==> src/rtl/alu_seq_hs_if.sv <==
// Operand/result handshake bundle between the operand sequencer and the writeback stage.
interface alu_seq_hs_if #(
  parameter int unsigned WIDTH = 8
);
  logic             in_valid;
  logic             in_ready;
  logic [WIDTH-1:0] a;
  logic [WIDTH-1:0] b;
  logic [1:0]       ms;
  logic [1:0]       ss;
  logic             out_valid;
  logic             out_ready;
  logic [WIDTH-1:0] r;
  logic [WIDTH-1:0] r_hi;
  logic             flag_z;
  logic             flag_n;
  logic             flag_c;
  logic             flag_v;
  logic             flag_err;

  // Upstream driver of operands and consumer of results
  modport master (
    output in_valid, a, b, ms, ss, out_ready,
    input  in_ready, out_valid, r, r_hi, flag_z, flag_n, flag_c, flag_v, flag_err
  );

  // The ALU itself
  modport slave (
    input  in_valid, a, b, ms, ss, out_ready,
    output in_ready, out_valid, r, r_hi, flag_z, flag_n, flag_c, flag_v, flag_err
  );
endinterface

==> src/rtl/alu_seq_hs.sv <==
// Registered ALU with valid/ready handshakes; single-cycle arith/logic/shift ops and
// WIDTH-iteration shift-add multiply / restoring divide. Operands are registered on
// accept (LOAD cycle), so every result is computed from local registers only.
module alu_seq_hs #(
  parameter int unsigned WIDTH = 8
) (
  input  logic         clk,
  input  logic         rst,
  alu_seq_hs_if.slave  hs
);
  localparam int unsigned CW = $clog2(WIDTH);

  localparam logic [1:0] S_IDLE = 2'b00;
  localparam logic [1:0] S_LOAD = 2'b01;
  localparam logic [1:0] S_BUSY = 2'b10;
  localparam logic [1:0] S_DONE = 2'b11;

  logic [1:0]       r_state, w_state_nxt;
  logic             r_in_ready, r_out_valid;
  logic [WIDTH-1:0] r_a, r_b;
  logic [1:0]       r_ms, r_ss;
  logic [CW-1:0]    r_cnt;
  logic [WIDTH-1:0] r_acc_hi, r_acc_lo;
  logic [WIDTH-1:0] r_res, r_res_hi;
  logic             r_fz, r_fn, r_fc, r_fv, r_ferr;

  logic             w_multi, w_last;
  logic [WIDTH-1:0] w_opnd;
  logic [WIDTH:0]   w_sum, w_dif;
  logic [WIDTH-1:0] w_op_r, w_op_hi;
  logic             w_op_c, w_op_v, w_op_err;
  logic [WIDTH:0]   w_mul_sum, w_div_sh;
  logic [WIDTH-1:0] w_div_sub;
  logic             w_div_ge;
  logic [WIDTH-1:0] w_acc_hi_nxt, w_acc_lo_nxt;

  // Mul, or div with non-zero divisor, needs the iterative path
  assign w_multi = (r_ms == 2'b11) && !r_ss[1] && !(r_ss[0] && (r_b == '0));
  assign w_last  = (r_cnt == CW'(WIDTH - 1));

  // State register plus registered handshake outputs
  always_ff @(posedge clk or posedge rst) begin
    if (rst) begin
      r_state     <= S_IDLE;
      r_in_ready  <= 1'b1;
      r_out_valid <= 1'b0;
    end else begin
      r_state     <= w_state_nxt;
      r_in_ready  <= (w_state_nxt == S_IDLE);
      r_out_valid <= (w_state_nxt == S_DONE);
    end
  end

  // Next-state logic
  always_comb begin
    w_state_nxt = r_state;
    case (r_state)
      S_IDLE:  if (hs.in_valid) w_state_nxt = S_LOAD;
      S_LOAD:  w_state_nxt = w_multi ? S_BUSY : S_DONE;
      S_BUSY:  if (w_last) w_state_nxt = S_DONE;
      default: if (hs.out_ready) w_state_nxt = S_IDLE;
    endcase
  end

  // Single-cycle result from latched operands
  always_comb begin
    w_opnd   = r_ss[1] ? WIDTH'(1) : r_b;
    w_sum    = {1'b0, r_a} + {1'b0, w_opnd};
    w_dif    = {1'b0, r_a} - {1'b0, w_opnd};
    w_op_r   = '0;
    w_op_hi  = '0;
    w_op_c   = 1'b0;
    w_op_v   = 1'b0;
    w_op_err = 1'b0;
    case (r_ms)
      2'b00: begin
        if (r_ss[0]) begin
          w_op_r = w_dif[WIDTH-1:0];
          w_op_c = w_dif[WIDTH];
          w_op_v = (r_a[WIDTH-1] != w_opnd[WIDTH-1]) && (w_dif[WIDTH-1] != r_a[WIDTH-1]);
        end else begin
          w_op_r = w_sum[WIDTH-1:0];
          w_op_c = w_sum[WIDTH];
          w_op_v = (r_a[WIDTH-1] == w_opnd[WIDTH-1]) && (w_sum[WIDTH-1] != r_a[WIDTH-1]);
        end
      end
      2'b01: begin
        case (r_ss)
          2'b00:   w_op_r = r_a & r_b;
          2'b01:   w_op_r = r_a | r_b;
          2'b10:   w_op_r = r_a ^ r_b;
          default: w_op_r = ~r_a;
        endcase
      end
      2'b10: begin
        case (r_ss)
          2'b00:   begin w_op_r = {r_a[WIDTH-2:0], 1'b0};         w_op_c = r_a[WIDTH-1]; end
          2'b01:   begin w_op_r = {1'b0, r_a[WIDTH-1:1]};         w_op_c = r_a[0];       end
          2'b10:   begin w_op_r = {r_a[WIDTH-2:0], r_a[WIDTH-1]}; w_op_c = r_a[WIDTH-1]; end
          default: begin w_op_r = {r_a[0], r_a[WIDTH-1:1]};       w_op_c = r_a[0];       end
        endcase
      end
      default: begin
        w_op_err = 1'b1;
        if (r_ss == 2'b01) begin
          w_op_r  = '1;
          w_op_hi = r_a;
        end
      end
    endcase
  end

  // One multiply or divide iteration: hi/lo accumulator shifted as a pair
  always_comb begin
    w_mul_sum = {1'b0, r_acc_hi} + (r_acc_lo[0] ? {1'b0, r_a} : '0);
    w_div_sh  = {r_acc_hi, r_acc_lo[WIDTH-1]};
    w_div_ge  = (w_div_sh >= {1'b0, r_b});
    w_div_sub = WIDTH'(w_div_sh - {1'b0, r_b});
    if (r_ss[0]) begin
      w_acc_hi_nxt = w_div_ge ? w_div_sub : w_div_sh[WIDTH-1:0];
      w_acc_lo_nxt = {r_acc_lo[WIDTH-2:0], w_div_ge};
    end else begin
      w_acc_hi_nxt = w_mul_sum[WIDTH:1];
      w_acc_lo_nxt = {w_mul_sum[0], r_acc_lo[WIDTH-1:1]};
    end
  end

  // Operand latch, iteration registers and result/flag registers
  always_ff @(posedge clk or posedge rst) begin
    if (rst) begin
      r_a      <= '0;
      r_b      <= '0;
      r_ms     <= '0;
      r_ss     <= '0;
      r_cnt    <= '0;
      r_acc_hi <= '0;
      r_acc_lo <= '0;
      r_res    <= '0;
      r_res_hi <= '0;
      r_fz     <= 1'b0;
      r_fn     <= 1'b0;
      r_fc     <= 1'b0;
      r_fv     <= 1'b0;
      r_ferr   <= 1'b0;
    end else begin
      case (r_state)
        S_IDLE: begin
          if (hs.in_valid) begin
            r_a  <= hs.a;
            r_b  <= hs.b;
            r_ms <= hs.ms;
            r_ss <= hs.ss;
          end
        end
        S_LOAD: begin
          if (w_multi) begin
            r_acc_hi <= '0;
            r_acc_lo <= r_ss[0] ? r_a : r_b;
            r_cnt    <= '0;
          end else begin
            r_res    <= w_op_r;
            r_res_hi <= w_op_hi;
            r_fz     <= (w_op_r == '0);
            r_fn     <= w_op_r[WIDTH-1];
            r_fc     <= w_op_c;
            r_fv     <= w_op_v;
            r_ferr   <= w_op_err;
          end
        end
        S_BUSY: begin
          r_acc_hi <= w_acc_hi_nxt;
          r_acc_lo <= w_acc_lo_nxt;
          r_cnt    <= r_cnt + CW'(1);
          if (w_last) begin
            r_res    <= w_acc_lo_nxt;
            r_res_hi <= w_acc_hi_nxt;
            r_fz     <= (w_acc_lo_nxt == '0);
            r_fn     <= w_acc_lo_nxt[WIDTH-1];
            r_fc     <= !r_ss[0] && (w_acc_hi_nxt != '0);
            r_fv     <= 1'b0;
            r_ferr   <= 1'b0;
          end
        end
        default: ;
      endcase
    end
  end

  assign hs.in_ready  = r_in_ready;
  assign hs.out_valid = r_out_valid;
  assign hs.r         = r_res;
  assign hs.r_hi      = r_res_hi;
  assign hs.flag_z    = r_fz;
  assign hs.flag_n    = r_fn;
  assign hs.flag_c    = r_fc;
  assign hs.flag_v    = r_fv;
  assign hs.flag_err  = r_ferr;
endmodule

==> src/flat_wrapper.sv <==
// flat-port wrapper written by rule: the top's interface ports become plain ports
module alu_seq_hs_flat 
#(
  parameter int unsigned WIDTH = 8
)
  (clk, rst, hs_in_valid, hs_a, hs_b, hs_ms, hs_ss, hs_out_ready, hs_in_ready, hs_out_valid, hs_r, hs_r_hi, hs_flag_z, hs_flag_n, hs_flag_c, hs_flag_v, hs_flag_err);
  alu_seq_hs_if #(.WIDTH(WIDTH)) hs_i ();
  input  logic clk;
  input  logic rst;
  input wire logic [$bits(hs_i.in_valid)-1:0] hs_in_valid;
  input wire logic [$bits(hs_i.a)-1:0] hs_a;
  input wire logic [$bits(hs_i.b)-1:0] hs_b;
  input wire logic [$bits(hs_i.ms)-1:0] hs_ms;
  input wire logic [$bits(hs_i.ss)-1:0] hs_ss;
  input wire logic [$bits(hs_i.out_ready)-1:0] hs_out_ready;
  output wire logic [$bits(hs_i.in_ready)-1:0] hs_in_ready;
  output wire logic [$bits(hs_i.out_valid)-1:0] hs_out_valid;
  output wire logic [$bits(hs_i.r)-1:0] hs_r;
  output wire logic [$bits(hs_i.r_hi)-1:0] hs_r_hi;
  output wire logic [$bits(hs_i.flag_z)-1:0] hs_flag_z;
  output wire logic [$bits(hs_i.flag_n)-1:0] hs_flag_n;
  output wire logic [$bits(hs_i.flag_c)-1:0] hs_flag_c;
  output wire logic [$bits(hs_i.flag_v)-1:0] hs_flag_v;
  output wire logic [$bits(hs_i.flag_err)-1:0] hs_flag_err;
  assign hs_i.in_valid = hs_in_valid;
  assign hs_i.a = hs_a;
  assign hs_i.b = hs_b;
  assign hs_i.ms = hs_ms;
  assign hs_i.ss = hs_ss;
  assign hs_i.out_ready = hs_out_ready;
  assign hs_in_ready = hs_i.in_ready;
  assign hs_out_valid = hs_i.out_valid;
  assign hs_r = hs_i.r;
  assign hs_r_hi = hs_i.r_hi;
  assign hs_flag_z = hs_i.flag_z;
  assign hs_flag_n = hs_i.flag_n;
  assign hs_flag_c = hs_i.flag_c;
  assign hs_flag_v = hs_i.flag_v;
  assign hs_flag_err = hs_i.flag_err;
  alu_seq_hs #(.WIDTH(WIDTH)) u_core (.clk(clk), .rst(rst), .hs(hs_i));
endmodule
==> config.mk <==
export PLATFORM = sky130hd
export DESIGN_NAME = alu_seq_hs_flat
export DESIGN_NICKNAME = d
export VERILOG_FILES = /design/src/rtl/alu_seq_hs_if.sv /design/src/rtl/alu_seq_hs.sv /design/src/flat_wrapper.sv
export SDC_FILE = /design/constraint.sdc
export NUM_CORES = 1
export LEC_CHECK = 0
export ABC_AREA = 1
export BUFFER_PORTS_ARGS = -buffer_cell sky130_fd_sc_hd__clkbuf_2
export CORE_UTILIZATION = 50
export DETAILED_ROUTE_END_ITERATION = 6
export PLACE_DENSITY = 0.77
export SLEW_MARGIN = 30
export SYNTH_ARGS = -nofsm -noshare
export SYNTH_HDL_FRONTEND = slang
export SYNTH_SLANG_ARGS = --single-unit
==> constraint.sdc <==
create_clock -name clk -period 3.25 [get_ports clk]
set_input_delay 0.1625 -clock clk [delete_from_list [all_inputs] [get_ports clk]]
set_output_delay 0.1625 -clock clk [all_outputs]
set_load 0.05 [all_outputs]
==> metrics.sh, run 1 <==
RR_WORST_DEPTH=16
GRT_SETUP_UNREPAIRED='false'
YOSYSTOPAREACELLSHARE=0.282
CRITPATHBUFINV=1
FIRST_ITER_VIOLATIONS=596
CLOCK_TRANSITION_AT_PATH_REGS_NS=0.08
SYNTH_TOP_CELLS_BY_AREA='sky130_fd_sc_hd__dfrtp_1, sky130_fd_sc_hd__nand2_1, sky130_fd_sc_hd__ha_1'
POST_SYNTH.CELL_AREA_AVG_UM2=6.91
CLOCKBUFFERDEPTH=2
LAYOUT_WORST_PATH_CYCLE_SHARE=0.810
SETUP_VIOLATIONS=0
NUMBER_OF_ENABLE_FLIP_FLOP_CELLS_AFTER_SYNTHESIS=0
FLOORPLAN.IO_PINS=47
TIMING.CLOCK.SKEW_NS=0.0155
TIMING.HOLD.WORST_ENDPOINT='u_core.r_ms[1]'
POSTLAYOUTCELLAREA_UM2=6060
MAXSLEWVIOLCOUNT=0
ROWS=37
WORSTREG2REGEND='u_core.hs.flag_c'
CRITICALPATHCATEGORY='reg2reg'
CTS-HTREE-LEVELS=3
ROUTE.ANTENNA.REMAINING_NETS=0
CTS_SETUP_BUFFERS=0
CTS_ROOT_BUFFER='sky130_fd_sc_hd__clkbuf_8'
FINAL_CELL_COUNT_NO_FILL=977
SYNTH_COMMONEST_CELLS='sky130_fd_sc_hd__nand2_1, sky130_fd_sc_hd__inv_1, sky130_fd_sc_hd__nor2_1, sky130_fd_sc_hd__a21oi_1, sky130_fd_sc_hd__dfrtp_1'
GP_CONGESTION=0.995
TRITONCTS_CLOCK_TREE='yes'
CRITICAL-PATH-SLOWEST-CELL='sky130_fd_sc_hd__dfrtp_1'
WORSTPATHARRIVAL_NS=2.88
FILLERS=1002
YS.FLOP_TYPE='sky130_fd_sc_hd__dfrtp_1'
HOLD_VIOL_FINAL=0
DIE-AREA_UM2=11400
DIE_WIDTH_UM=107
FINAL_LAYOUT_SIZE_SUFFIX_GT1_FRAC=0.122
START_UTIL=0.523
GRT_ANTENNA_BEFORE_REPAIR=0
SYNTH_CELL_TYPE_COUNT=48
DRT-PASS1-ITER-COUNT=5
GRT_FIRST_PASS_WIRELENGTH_MM=25.0
STARTPOINT_TYPES='flip-flop'
SYN-CELL-AREA_UM2=5500
REGISTER_TO_REGISTER_SETUP_SLACK_NS=0.62
SYNTH_FP_NETS=877
HOLD_PATH_CLASS='in2reg'
GRT.OVERFLOW.TOTAL=0
DETAILED_PLACE_HPWL_MM=11.6
SYNTH_ASYNC_SR_FLOP_SHARE=1.00
SYNTHESIS.YOSYS.WARNINGS=0
CHIPHEIGHT_UM=107
GRT_USE_TOTAL=0.285
MAX_FREQ_GHz=0.380
AREAGROWTHSYNTHTOFINISH_PCT=10.2
CLKLATENCYLATEPIN_NS=0.36
SYNTH.YOSYS.SEQ_AREA_SHARE=0.287
WORST_HOLD_STARTPOINT='hs_ms[1]'
HOLD_WS_NS=0.0474
VIAS_PER_CELL=5.56
REQUIRED_NS=3.49
FP.COREAREA_UM2=10500
SETUP_TOTAL_NEGATIVE_SLACK_NS=0
SYNTHDOMINANTAREACELLTYPE='sky130_fd_sc_hd__dfrtp_1'
TIMING.MAX_CAP.VIOLATIONS=0
AVGROUTEDWIREPERCELL_UM=15.9
WIRELENGTH_MM=15.5
ROUTE.DETAILED.DRC=0
CRITPATHTOPFAMILY='simple AND/OR/NAND/NOR gates'
TIMING.CRITICAL_PATH.CELLS='nand2_1 -> inv_1 -> ha_1 -> fa_1 -> nand2_1 -> nand2_1 -> a21oi_1 -> nand2_1 -> nand2_1 -> nor2_1 -> a21oi_1 -> nand2_1 -> nor2_1 -> nand2_1 -> o21bai_1 -> a21oi_1'
SYNTH_SEQ_CELLS=63
CP_SLOWEST_STAGE_DELAY_NS=0.49
REG_TO_REG_START='u_core.r_acc_lo[0]'
CRIT_PATH_END_KIND='flip-flop'
PIN_COUNT_OF_THE_BIGGEST_NET_ENTERING_GLOBAL_ROUTING=43
ANTENNA_CELLS_INSERTED=0
NETS=918
TIMING_WORST_SLEW_PIN_VALUE_NS=0.732
FINAL.MIN_CLOCK_PERIOD_NS=2.63
PLACE_AREA_UM2=5840
CRITICAL_PATH.MOST_COMMON_CELL='sky130_fd_sc_hd__nand2_1'
CRITICAL_PATH_PEAK_FANOUT=9
OUTCOME='finished clean'
SYN-INSTANCE-COUNT=795
HOLD_PATH_DEPTH=2
CELL_WITH_THE_MOST_INSTANCES_AFTER_SYNTHESIS='sky130_fd_sc_hd__nand2_1'
TRITONCTS_NUM_SINKS=63
PORT_BUFFERS=46
FIRST_GLOBAL_VIAS=4960
SLEW_HEADROOM=0.510
VIAS=5436
CTS_MADE_BUFFERS=9
PLACE.DETAILED.INSTANCES=960
[through the flow]
stage / worst slack [ns] / util
finish: 0.616 / 0.576
global route: 0.329 / 0.576
CTS: 0.655 / 0.575
detailed placement: 0.652 / 0.555
global placement: 0.692 / 0.555
floorplan: 0.878 / -
[logic make-up (layout without fill, tap and decap cells)]
group	after synthesis	count (layout)	share of synthesized area
simple gates	373	373	0.290
compound gates	170	170	0.182
buf+inv	127	173	0.0970
flops	63	63	0.287
fa+ha+maj	58	58	0.137
xor+xnor	3	3	0.00478
mux	1	1	0.00205
[repair_timing]
item	in CTS	in global routing
gates resized for setup	0	0
hold endpoints to repair	0	40
hold buffers	0	1
[layout by cell type (no fill, tap or decap), types with 2 or more instances in the layout]
cell type                     n
sky130_fd_sc_hd__o21a_1       6
sky130_fd_sc_hd__o21bai_1     6
sky130_fd_sc_hd__o21ai_1      7
sky130_fd_sc_hd__clkinv_2     4
sky130_fd_sc_hd__nand4_1      7
sky130_fd_sc_hd__a31oi_1      4
sky130_fd_sc_hd__nand2_4      2
sky130_fd_sc_hd__nor2_1      68
sky130_fd_sc_hd__nand3b_1     8
sky130_fd_sc_hd__nand2_1    213
sky130_fd_sc_hd__a2bb2oi_1    9
sky130_fd_sc_hd__or2_2        4
sky130_fd_sc_hd__inv_2        6
sky130_fd_sc_hd__xor2_1       2
sky130_fd_sc_hd__nor2_2       3
sky130_fd_sc_hd__clkbuf_8     9
sky130_fd_sc_hd__clkbuf_2    46
sky130_fd_sc_hd__inv_1       87
sky130_fd_sc_hd__o31ai_1      2
sky130_fd_sc_hd__o21ai_0     52
sky130_fd_sc_hd__a21boi_0     2
sky130_fd_sc_hd__ha_1        54
sky130_fd_sc_hd__dfrtp_1     62
sky130_fd_sc_hd__nor3_1       4
sky130_fd_sc_hd__o211ai_1    11
sky130_fd_sc_hd__fa_1         4
sky130_fd_sc_hd__nand3_1     58
sky130_fd_sc_hd__bufinv_16    2
sky130_fd_sc_hd__buf_4       15
sky130_fd_sc_hd__a21oi_1     63
[sequential cells by signal, summed over array words and instances, names as in the netlist]
| name | count |
|---|---|
| u_core.hs.r | 8 |
| u_core.hs.r_hi | 8 |
| u_core.r_a | 8 |
| u_core.r_acc_hi | 8 |
| u_core.r_acc_lo | 8 |
| u_core.r_b | 8 |
| u_core.r_cnt | 3 |
| u_core.r_ms | 2 |
| u_core.r_ss | 2 |
| u_core.r_state | 2 |
| u_core.hs.flag_c | 1 |
| u_core.hs.flag_err | 1 |
| u_core.hs.flag_v | 1 |
| u_core.hs.flag_z | 1 |
| u_core.hs.in_ready | 1 |
| u_core.hs.out_valid | 1 |
[routing by layer]
layer | wire length, um | up-vias | GRT usage | part of all wire
met5 | 0 | - | 0 | 0
met4 | 513 | 0 | 0.117 | 0.033
met3 | 1070 | 36 | 0.0468 | 0.069
met2 | 6870 | 226 | 0.440 | 0.44
met1 | 7040 | 2475 | 0.396 | 0.45
li1 | - | 2699 | - | -
[worst reg2reg max path, cell delays in order (launching register included)]
cell	delay, ns
sky130_fd_sc_hd__dfrtp_1	0.49
sky130_fd_sc_hd__nand2_1	0.11
sky130_fd_sc_hd__inv_1	0.05
sky130_fd_sc_hd__ha_1	0.24
sky130_fd_sc_hd__fa_1	0.44
sky130_fd_sc_hd__nand2_1	0.08
sky130_fd_sc_hd__nand2_1	0.06
sky130_fd_sc_hd__a21oi_1	0.27
sky130_fd_sc_hd__nand2_1	0.08
sky130_fd_sc_hd__nand2_1	0.07
sky130_fd_sc_hd__nor2_1	0.04
sky130_fd_sc_hd__a21oi_1	0.13
sky130_fd_sc_hd__nand2_1	0.09
sky130_fd_sc_hd__nor2_1	0.10
sky130_fd_sc_hd__nand2_1	0.06
sky130_fd_sc_hd__o21bai_1	0.14
sky130_fd_sc_hd__a21oi_1	0.07
[worst max path at each step]
stage,cells after the start,from,end
finish,16,u_core.r_acc_lo[0],u_core.hs.flag_c
global route,16,u_core.r_acc_lo[0],u_core.hs.flag_c
CTS,16,u_core.r_acc_lo[0],u_core.hs.flag_c
detailed placement,16,u_core.r_acc_lo[0],u_core.hs.flag_c
global placement,15,u_core.r_ss[1],u_core.hs.flag_z
floorplan,17,u_core.r_acc_lo[0],u_core.hs.flag_c
[layout make-up]
cell class	count	area (um^2)	share of cell area
tap	136	170	0.0281
timing repair buffer	62	353	0.0582
clock inverter	6	83.8	0.0138
sequential	63	1580	0.260
multi-input combinational	605	3390	0.559
clock buffer	10	128	0.0211
inverter	95	360	0.0595
Power of run 1 is not shown: default switching activity piles up to over one toggle a cycle in this logic, so the estimate is an artifact.
==> run 2: changes to the inputs <==
Clock period 3.25 ns to 2.5 ns, I/O delays scaled along.
==> metrics.sh, run 2 (same netlist as run 1, synthesis figures left out) <==
OUTCOME='complete, but fails checks'
FAILED_CHECKS='hold timing'
CRITICAL_PATH.MOST_COMMON_CELL='sky130_fd_sc_hd__nand2_1'
PIN_COUNT_OF_THE_BIGGEST_NET_ENTERING_GLOBAL_ROUTING=64
CHIPHEIGHT_UM=107
FINAL.MIN_CLOCK_PERIOD_NS=2.41
RR_WORST_DEPTH=14
ROWS=37
GRT_USE_TOTAL=0.300
GRT_FIRST_PASS_WIRELENGTH_MM=26.6
AVGROUTEDWIREPERCELL_UM=16.4
REG_TO_REG_START='u_core.r_ss[1]'
CP-ENDPOINT='u_core.hs.r[1]'
START_UTIL=0.523
CP_SLOWEST_STAGE_DELAY_NS=0.52
MAXSLEWVIOLCOUNT=0
CLOCK_TRANSITION_AT_PATH_REGS_NS=0.08
REGISTER_TO_REGISTER_SETUP_SLACK_NS=0.09
HOLD_WS_NS=-0.0196
TIMING_WORST_SLEW_PIN_VALUE_NS=0.785
GP_CONGESTION=1.05
CTS_MADE_BUFFERS=9
FLOORPLAN.IO_PINS=47
VIAS=5681
TRITONCTS_NUM_SINKS=63
TIMING.MAX_CAP.VIOLATIONS=0
CRITICAL_PATH_PEAK_FANOUT=7
FINAL_CELL_COUNT_NO_FILL=1000
WORSTREG2REGEND='u_core.hs.r[1]'
GRT_ANTENNA_BEFORE_REPAIR=0
GRT_SETUP_UNREPAIRED='true'
CRITICALPATHCATEGORY='reg2reg'
COMMONEST_NON_FILL_NON_TAP_CELL_IN_THE_LAYOUT='sky130_fd_sc_hd__nand2_1'
COMMONEST_CELLS_AFTER_ROUTING_FILL_AND_TAPS_ASIDE='sky130_fd_sc_hd__nand2_1, sky130_fd_sc_hd__inv_1, sky130_fd_sc_hd__nor2_1'
AREAGROWTHSYNTHTOFINISH_PCT=16.7
REQUIRED_NS=2.74
FINAL_LAYOUT_SIZE_SUFFIX_GT1_FRAC=0.196
CTS-HTREE-LEVELS=3
FIRST_ITER_VIOLATIONS=552
PLACE.DETAILED.INSTANCES=979
PORT_BUFFERS=46
WORSTPATHARRIVAL_NS=2.65
TIMING.CLOCK.SKEW_NS=0.0121
CRIT_PATH_END_KIND='flip-flop'
LAYOUT_WORST_PATH_CYCLE_SHARE=0.965
SETUP_VIOLATIONS=0
DETAILED_PLACE_HPWL_MM=12.2
HOLD_VIOL_FINAL=16
CLKLATENCYLATEPIN_NS=0.35
TRITONCTS_CLOCK_TREE='yes'
CTS_ROOT_BUFFER='sky130_fd_sc_hd__clkbuf_8'
POSTLAYOUTSETUPSLACKWORST_NS=0.0886
GRT.OVERFLOW.TOTAL=0
VIAS_PER_CELL=5.68
WIRELENGTH_MM=16.4
TIMING.CRITICAL_PATH.CELLS='inv_2 -> nand2_4 -> ha_4 -> fa_2 -> nand2_1 -> o211ai_1 -> nand2_1 -> inv_2 -> nand2_2 -> buf_4 -> o21ai_0 -> o21ai_0 -> nand2_1 -> nand2_1'
CLOCKBUFFERDEPTH=2
MAX_FREQ_GHz=0.415
ANTENNA_CELLS_INSERTED=0
FP.COREAREA_UM2=10500
CRITICAL_PATH.STARTPOINT='u_core.r_ss[1]'
DIE_WIDTH_UM=107
STARTPOINT_TYPES='flip-flop'
DRT-PASS1-ITER-COUNT=6
HOLD_PATH_CLASS='in2async'
DIE-AREA_UM2=11400
SLEW_HEADROOM=0.477
ROUTE.ANTENNA.REMAINING_NETS=0
FIRST_GLOBAL_VIAS=5284
NETS=941
CRITICAL-PATH-SLOWEST-CELL='sky130_fd_sc_hd__fa_2'
DPL_WORST_SLACK_NS=0.0594
HOLD_BUFFERS=0
ROUTE.DETAILED.DRC=0
run 2: changes by cell type in the layout (fill, tap and decap cells not counted), sizes merged:
cell	change
clkbuf	-1
inv	+4
clkinv	-3
buf	+24
bufinv	-1
clkinvlp	+1
dlygate4sd3	-1
run 2: worst min path at each step:
stage	startpoint	to	slack, ns	cells after the start
after floorplan	hs_ms[1]	u_core.r_ms[1]	0.28	1
after global placement	hs_ms[1]	u_core.r_ms[1]	0.36	2
after detailed placement	hs_ms[1]	u_core.r_ms[1]	0.36	2
after CTS	rst	u_core.r_b[0]	0.01	3
after global routing	hs_ms[1]	u_core.r_ms[1]	0.01	2
final	rst	u_core.r_b[5]	-0.02	3
run 2: layout make-up:
| cell class | count | area (um^2) |
|---|---|---|
| multi-input combinational | 605 | 3560 |
| tap | 136 | 170 |
| inverter | 95 | 359 |
| fill | 955 | 4090 |
| clock inverter | 7 | 77.6 |
| clock buffer | 9 | 124 |
| sequential | 63 | 1580 |
| timing repair buffer | 85 | 543 |
run 2: stage by stage:
step           instance area (um^2)  utilization  setup TNS, ns  hold slack, ns
4_1_cts                        6190        0.589              0          0.0112
3_3_place_gp                   5990        0.570              0           0.359
2_1_floorplan                  5500            -              0           0.276
5_1_grt                        6420        0.611         -0.148          0.0128
6_report                       6420        0.611              0         -0.0196
3_5_place_dp                   5990        0.570              0           0.362
run 2: metal layers:
layer  GRT usage  vias up  part of all wire
met5           0        -                 0
met2       0.466      320              0.44
met1       0.416     2567              0.43
met4       0.129        0             0.036
met3      0.0456       51             0.091
li1            -     2743                 -
run 2: what timing repair did:
action | in CTS | in global routing
endpoints found under the setup margin | 0 | 10
setup buffers | 0 | 5
resized for setup | 0 | 54
endpoints found under the hold margin | 0 | 0
run 2: worst max-delay path, delay by kind of cell, from the launching register on:
| family | cells | cell delay (ns) |
|---|---|---|
| adders and majority gates | 2 | 0.69 |
| DFF | 1 | 0.49 |
| AOI/OAI and AO/OA | 3 | 0.42 |
| and+or+nand+nor | 6 | 0.42 |
| buffers and inverters | 3 | 0.28 |
Power of run 2 is left out for the same reason.
